==> src/rtl/id_ex_stage.sv <==
// ID/EX pipeline register: operand fetch with writeback bypass, load-use
// interlock, EX back-pressure hold, flush squash and saturating stall/bubble counters.
module id_ex_stage #(
   parameter int XLEN  = 32,
   parameter int CNT_W = 16
) (
   input  logic             clk,
   input  logic             rst,
   input  logic             in_valid,
   input  logic             in_reg_write,
   input  logic             in_mem_read,
   input  logic [4:0]       in_rs1,
   input  logic [4:0]       in_rs2,
   input  logic [4:0]       in_rd,
   input  logic [XLEN-1:0]  in_imm,
   input  logic [7:0]       in_ctrl,
   output logic [4:0]       rf_addr_a,
   output logic [4:0]       rf_addr_b,
   input  logic [XLEN-1:0]  rf_data_a,
   input  logic [XLEN-1:0]  rf_data_b,
   input  logic             wb_en,
   input  logic [4:0]       wb_addr,
   input  logic [XLEN-1:0]  wb_data,
   input  logic             ex_ready,
   input  logic             flush,
   output logic             stall_out,
   output logic             out_valid,
   output logic             out_reg_write,
   output logic             out_mem_read,
   output logic [4:0]       out_rd,
   output logic [XLEN-1:0]  out_a,
   output logic [XLEN-1:0]  out_b,
   output logic [XLEN-1:0]  out_imm,
   output logic [7:0]       out_ctrl,
   output logic [CNT_W-1:0] stall_cnt,
   output logic [CNT_W-1:0] bubble_cnt
);

   localparam logic [CNT_W-1:0] L_CNT_ONE = CNT_W'(1);
   localparam logic [CNT_W-1:0] L_CNT_MAX = '1;

   logic             r_valid;
   logic             r_reg_write;
   logic             r_mem_read;
   logic [4:0]       r_rd;
   logic [XLEN-1:0]  r_a;
   logic [XLEN-1:0]  r_b;
   logic [XLEN-1:0]  r_imm;
   logic [7:0]       r_ctrl;
   logic [CNT_W-1:0] r_stall_cnt;
   logic [CNT_W-1:0] r_bubble_cnt;

   logic             w_hazard;
   logic             w_hold;
   logic             w_bubble;
   logic [XLEN-1:0]  w_op_a;
   logic [XLEN-1:0]  w_op_b;

   assign rf_addr_a = in_rs1;
   assign rf_addr_b = in_rs2;

   // x0 reads as zero; a same-edge writeback must be forwarded because the
   // register file only reflects it after this edge.
   always_comb begin
      w_op_a = rf_data_a;
      if (in_rs1 == 5'd0)                     w_op_a = '0;
      else if (wb_en && (wb_addr == in_rs1))  w_op_a = wb_data;
   end

   always_comb begin
      w_op_b = rf_data_b;
      if (in_rs2 == 5'd0)                     w_op_b = '0;
      else if (wb_en && (wb_addr == in_rs2))  w_op_b = wb_data;
   end

   assign w_hazard  = in_valid && r_valid && r_mem_read && (r_rd != 5'd0) &&
                      ((r_rd == in_rs1) || (r_rd == in_rs2));
   assign w_hold    = r_valid && !ex_ready;
   assign w_bubble  = !flush && !w_hold && w_hazard;
   assign stall_out = !flush && (w_hazard || w_hold);

   // NOTE: sequential state uses non-blocking assignments so every register
   // samples pre-edge values regardless of statement order.
   always_ff @(posedge clk or posedge rst) begin
      if (rst) begin
         r_valid     <= 1'b0;
         r_reg_write <= 1'b0;
         r_mem_read  <= 1'b0;
         r_rd        <= '0;
         r_a         <= '0;
         r_b         <= '0;
         r_imm       <= '0;
         r_ctrl      <= '0;
      end else if (flush || (!w_hold && w_hazard)) begin
         // Squash or bubble: clearing mem_read also drops the hazard next cycle.
         r_valid     <= 1'b0;
         r_reg_write <= 1'b0;
         r_mem_read  <= 1'b0;
      end else if (!w_hold) begin
         r_valid     <= in_valid;
         r_reg_write <= in_valid && in_reg_write;
         r_mem_read  <= in_valid && in_mem_read;
         r_rd        <= in_rd;
         r_a         <= w_op_a;
         r_b         <= w_op_b;
         r_imm       <= in_imm;
         r_ctrl      <= in_ctrl;
      end
   end

   always_ff @(posedge clk or posedge rst) begin
      if (rst) begin
         r_stall_cnt  <= '0;
         r_bubble_cnt <= '0;
      end else begin
         if (stall_out && (r_stall_cnt != L_CNT_MAX))
            r_stall_cnt <= r_stall_cnt + L_CNT_ONE;
         if (w_bubble && (r_bubble_cnt != L_CNT_MAX))
            r_bubble_cnt <= r_bubble_cnt + L_CNT_ONE;
      end
   end

   assign out_valid     = r_valid;
   assign out_reg_write = r_reg_write;
   assign out_mem_read  = r_mem_read;
   assign out_rd        = r_rd;
   assign out_a         = r_a;
   assign out_b         = r_b;
   assign out_imm       = r_imm;
   assign out_ctrl      = r_ctrl;
   assign stall_cnt     = r_stall_cnt;
   assign bubble_cnt    = r_bubble_cnt;

endmodule

==> config.mk <==
export PLATFORM = sky130hd
export DESIGN_NAME = id_ex_stage
export DESIGN_NICKNAME = d
export VERILOG_FILES = /design/src/rtl/id_ex_stage.sv
export SDC_FILE = /design/constraint.sdc
export NUM_CORES = 1
export LEC_CHECK = 0
export ABC_AREA = 1
export CELL_PAD_IN_SITES_DETAIL_PLACEMENT = 1
export CELL_PAD_IN_SITES_GLOBAL_PLACEMENT = 2
export CORE_MARGIN = 1.5
export CORE_UTILIZATION = 24
export CTS_CLUSTER_SIZE = 24
export DETAILED_ROUTE_END_ITERATION = 16
export PLACE_DENSITY_LB_ADDON = 0.12
export SYNTH_ARGS = -nofsm -noshare
export SYNTH_HDL_FRONTEND = slang
export SYNTH_SLANG_ARGS = --single-unit
==> constraint.sdc <==
create_clock -name clk -period 16.36 [get_ports clk]
set_clock_uncertainty 0.2 [all_clocks]
set_input_delay 4.908 -clock clk [delete_from_list [all_inputs] [get_ports clk]]
set_output_delay 4.908 -clock clk [all_outputs]
set_load 0.01 [all_outputs]
==> summary.txt <==
Status: finished clean
LEAKAGE: 6.25 nW
RD Place Congestion: 0.779
Worst R2R Path Depth: 10
Met3 routed WL: 2.21 mm
Met2 WL post-DR: 14.2 mm
Detailed-route DRC error count: 0
DR vias: 8073
Fmax: 0.0813 GHz
Min-Delay Path Class: register to register
GR Overflow Total: 0
Die area: 0.0341 mm2
Avg Cell Area, Syn: 6.72 um2
Placed Cells: 1887
Post-synthesis sequential area ratio: 45.5%
Die height: 185 um
GRT Util Overall: 18.1%
Most common cell in the netlist: nand2_1
Post-Route Setup TNS: 0 ns
Yosys top cell area share: 45.5%
CTS Hold Bufs: 0
Max-slew headroom: 23.4%
Root buffer cell: clkbuf_16
Vias per cell: 4.20
Top_reg_cell synth: dfrtp_1
Max-cap violations: 0
Post-Syn Instances: 1178
Nets: 1630
Largest net degree at the start of global routing: 93
Crit path DAT: 7.19 ns
Dominant cell type by area after synthesis: dfrtp_1
TritonCTS Buffers: 17
Min cycle time layout: 12.30 ns
Share of layout cells above drive strength 1: 3.73%
Port-buffer cells: 318
P&R area growth vs syn: 51.5%
M1 WL: 13.1 mm
Synth async-reset ratio: 100%
Uppermost routed layer: met5
Largest cells by area after synthesis: dfrtp_1 46%, nand2_1 29%, nor2_1 7.8%, inv_1 5.1%, nand3_1 2.1%
Post-CTS Setup Repair Bufs: 0
Mapped Area: 0.00792 mm2
P per Cell Area: 90.7 mW/mm2
Antenna viol nets, final: 0
CTS resizes: 0
Vias in the first global route: 8443
Htree depth: 4
Final setup viols: 0
Hold depth: 2
CTS tree: built
Worst setup SP type: primary input
IO Pins: 319
Initial DRC Count: 308
Worst setup margin: 4.06 ns
Clk_lat worst skew: 0.44 ns
Period utilization: 75.2%
Critical path fanouts, max: 23
Final Max Slew Viols: 0
Final Core Density: 36.9%
Crit end category: output pin
Least-Margin Pin Slew: 1.15 ns
Final hold violations: 0
Die W: 185 um
Post-synthesis cell type count: 29
Synth Register Bits: 144
Clock buffer depth: 2
Routed len/inst: 15.6 um
Yosys warnings: 0
Routed WL: 29.9 mm
Critical path class: primary input to output pin
EDFF count, synth: 0
First-pass GRT wire length: 47.3 mm
Worst slack, placed: 4.02 ns
Pre-antenna DRT Iters: 4
VDD IR-drop max: 0.0711 mV
Clock-pin slew on the worst setup and hold paths: 0.06 ns
TritonCTS sink count: 144
Post-DP HPWL: 21.1 mm
CORE AREA: 0.0325 mm2
RSZ-0062 raised after global routing: false
Initial Util: 24.3%
Finished Layout Cells: 1923
Post-synth top cells: 602 x nand2_1, 165 x nor2_1, 144 x dfrtp_1, 107 x inv_1, 34 x nand3_1
CP Data Required Time: 11.25 ns
Antenna violations before repair: 5
Syn nets: 1344
Row cnt: 66
Filler Cells Inserted: 4062
[routing by layer]
metal | up-vias | track usage, %
met5 | - | 0
met4 | 2 | 5.67
met3 | 25 | 6.28
met2 | 178 | 30.1
met1 | 3807 | 21.9
li1 | 4061 | -
[kinds of logic (layout without fill, tap and decap cells)]
family                     count (synthesis)  in the layout  synth area share (%)
and+or+nand+nor                          827            827                  40.8
buffers and inverters                    169            467                  9.94
DFF                                      144            144                  45.5
xor gates and xnor gates                  22             22                  2.43
AOI/OAI and AO/OA                         14             14                 0.948
adders and majority gates                  2              2                 0.316
other                                      0              5                     0
[worst max-delay path, cell delays in order]
cell and delay [ns]:
clkdlybuf4s50_1 0.62, inv_1 0.13, nand2_1 0.07, nand2_1 0.05, nor2_1 0.12, nand3_1 0.08
nand2_1 0.15, nand3_1 0.11, nand2_1 0.08, buf_4 0.26, clkdlybuf4s50_1 0.59
[where the power goes]
| part | switching (mW) | internal (mW) | total [mW] | leakage (nW) |
|---|---|---|---|---|
| Combinational | 0.117 | 0.130 | 0.248 | 4.13 |
| Clock | 0.168 | 0.253 | 0.421 | 0.303 |
| Sequential | 0.0253 | 0.394 | 0.419 | 1.82 |
| Total | 0.310 | 0.777 | 1.09 | 6.25 |
[cell type report]
cell class	instances	area [um2]	share of cell area (%)
antenna	5	12.5	0.104
clock buffer	20	467	3.89
clock inverter	11	155	1.29
inverter	112	428	3.57
multi-input combinational	865	3540	29.6
sequential	144	3600	30.1
tap	442	553	4.61
timing repair buffer	324	3230	26.9
[cell usage in the layout (no fill, tap or decap), drive strengths merged, types with 2 or more instances in the layout]
cell type      netlist  final
a21oi                2      2
buf                 48      6
bufinv               0      3
clkbuf               9     20
clkdlybuf4s50        0    318
clkinv               0      5
dfrtp              144    144
diode                0      5
ha                   2      2
inv                112    114
nand2              604    604
nand3               35     35
nand3b               2      2
nand4                6      6
nor2               167    167
nor3                 9      9
nor4                 3      3
o21ai                8      8
o22ai                4      4
xnor2               12     12
xor2                10     10
[worst paths after layout]
kind | to | slack (ns) | start
worst max-delay path | stall_out | 4.06 | in_rs2[1]
worst max register to register | out_b[23] | 13.28 | out_rd[2]
worst min-delay path | out_imm[30] | 0.28 | out_imm[30]
min in group asynchronous | out_imm[31] | 4.79 | rst
max in group asynchronous | out_b[21] | 9.76 | rst
worst min register to register | out_imm[30] | 0.28 | out_imm[30]
[flip-flops by register name, summed over array words and instances (netlist names)]
| name | count |
|---|---|
| out_a | 32 |
| out_b | 32 |
| out_imm | 32 |
| bubble_cnt | 16 |
| stall_cnt | 16 |
| out_ctrl | 8 |
| out_rd | 5 |
| out_mem_read | 1 |
| out_reg_write | 1 |
| out_valid | 1 |
[per-stage QoR]
| stage | power (mW) | hold slack (ns) | area, um2 |
|---|---|---|---|
| 2_1_floorplan | 0.525 | 0.314 | 7920 |
| 3_3_place_gp | 0.677 | 0.261 | 11400 |
| 3_5_place_dp | 0.679 | 0.264 | 11400 |
| 4_1_cts | 1.11 | 0.282 | 12000 |
| 5_1_grt | 1.15 | 0.302 | 12000 |
| 6_report | 1.09 | 0.277 | 12000 |
No activity file was read; power rests on OpenSTA's default activity.
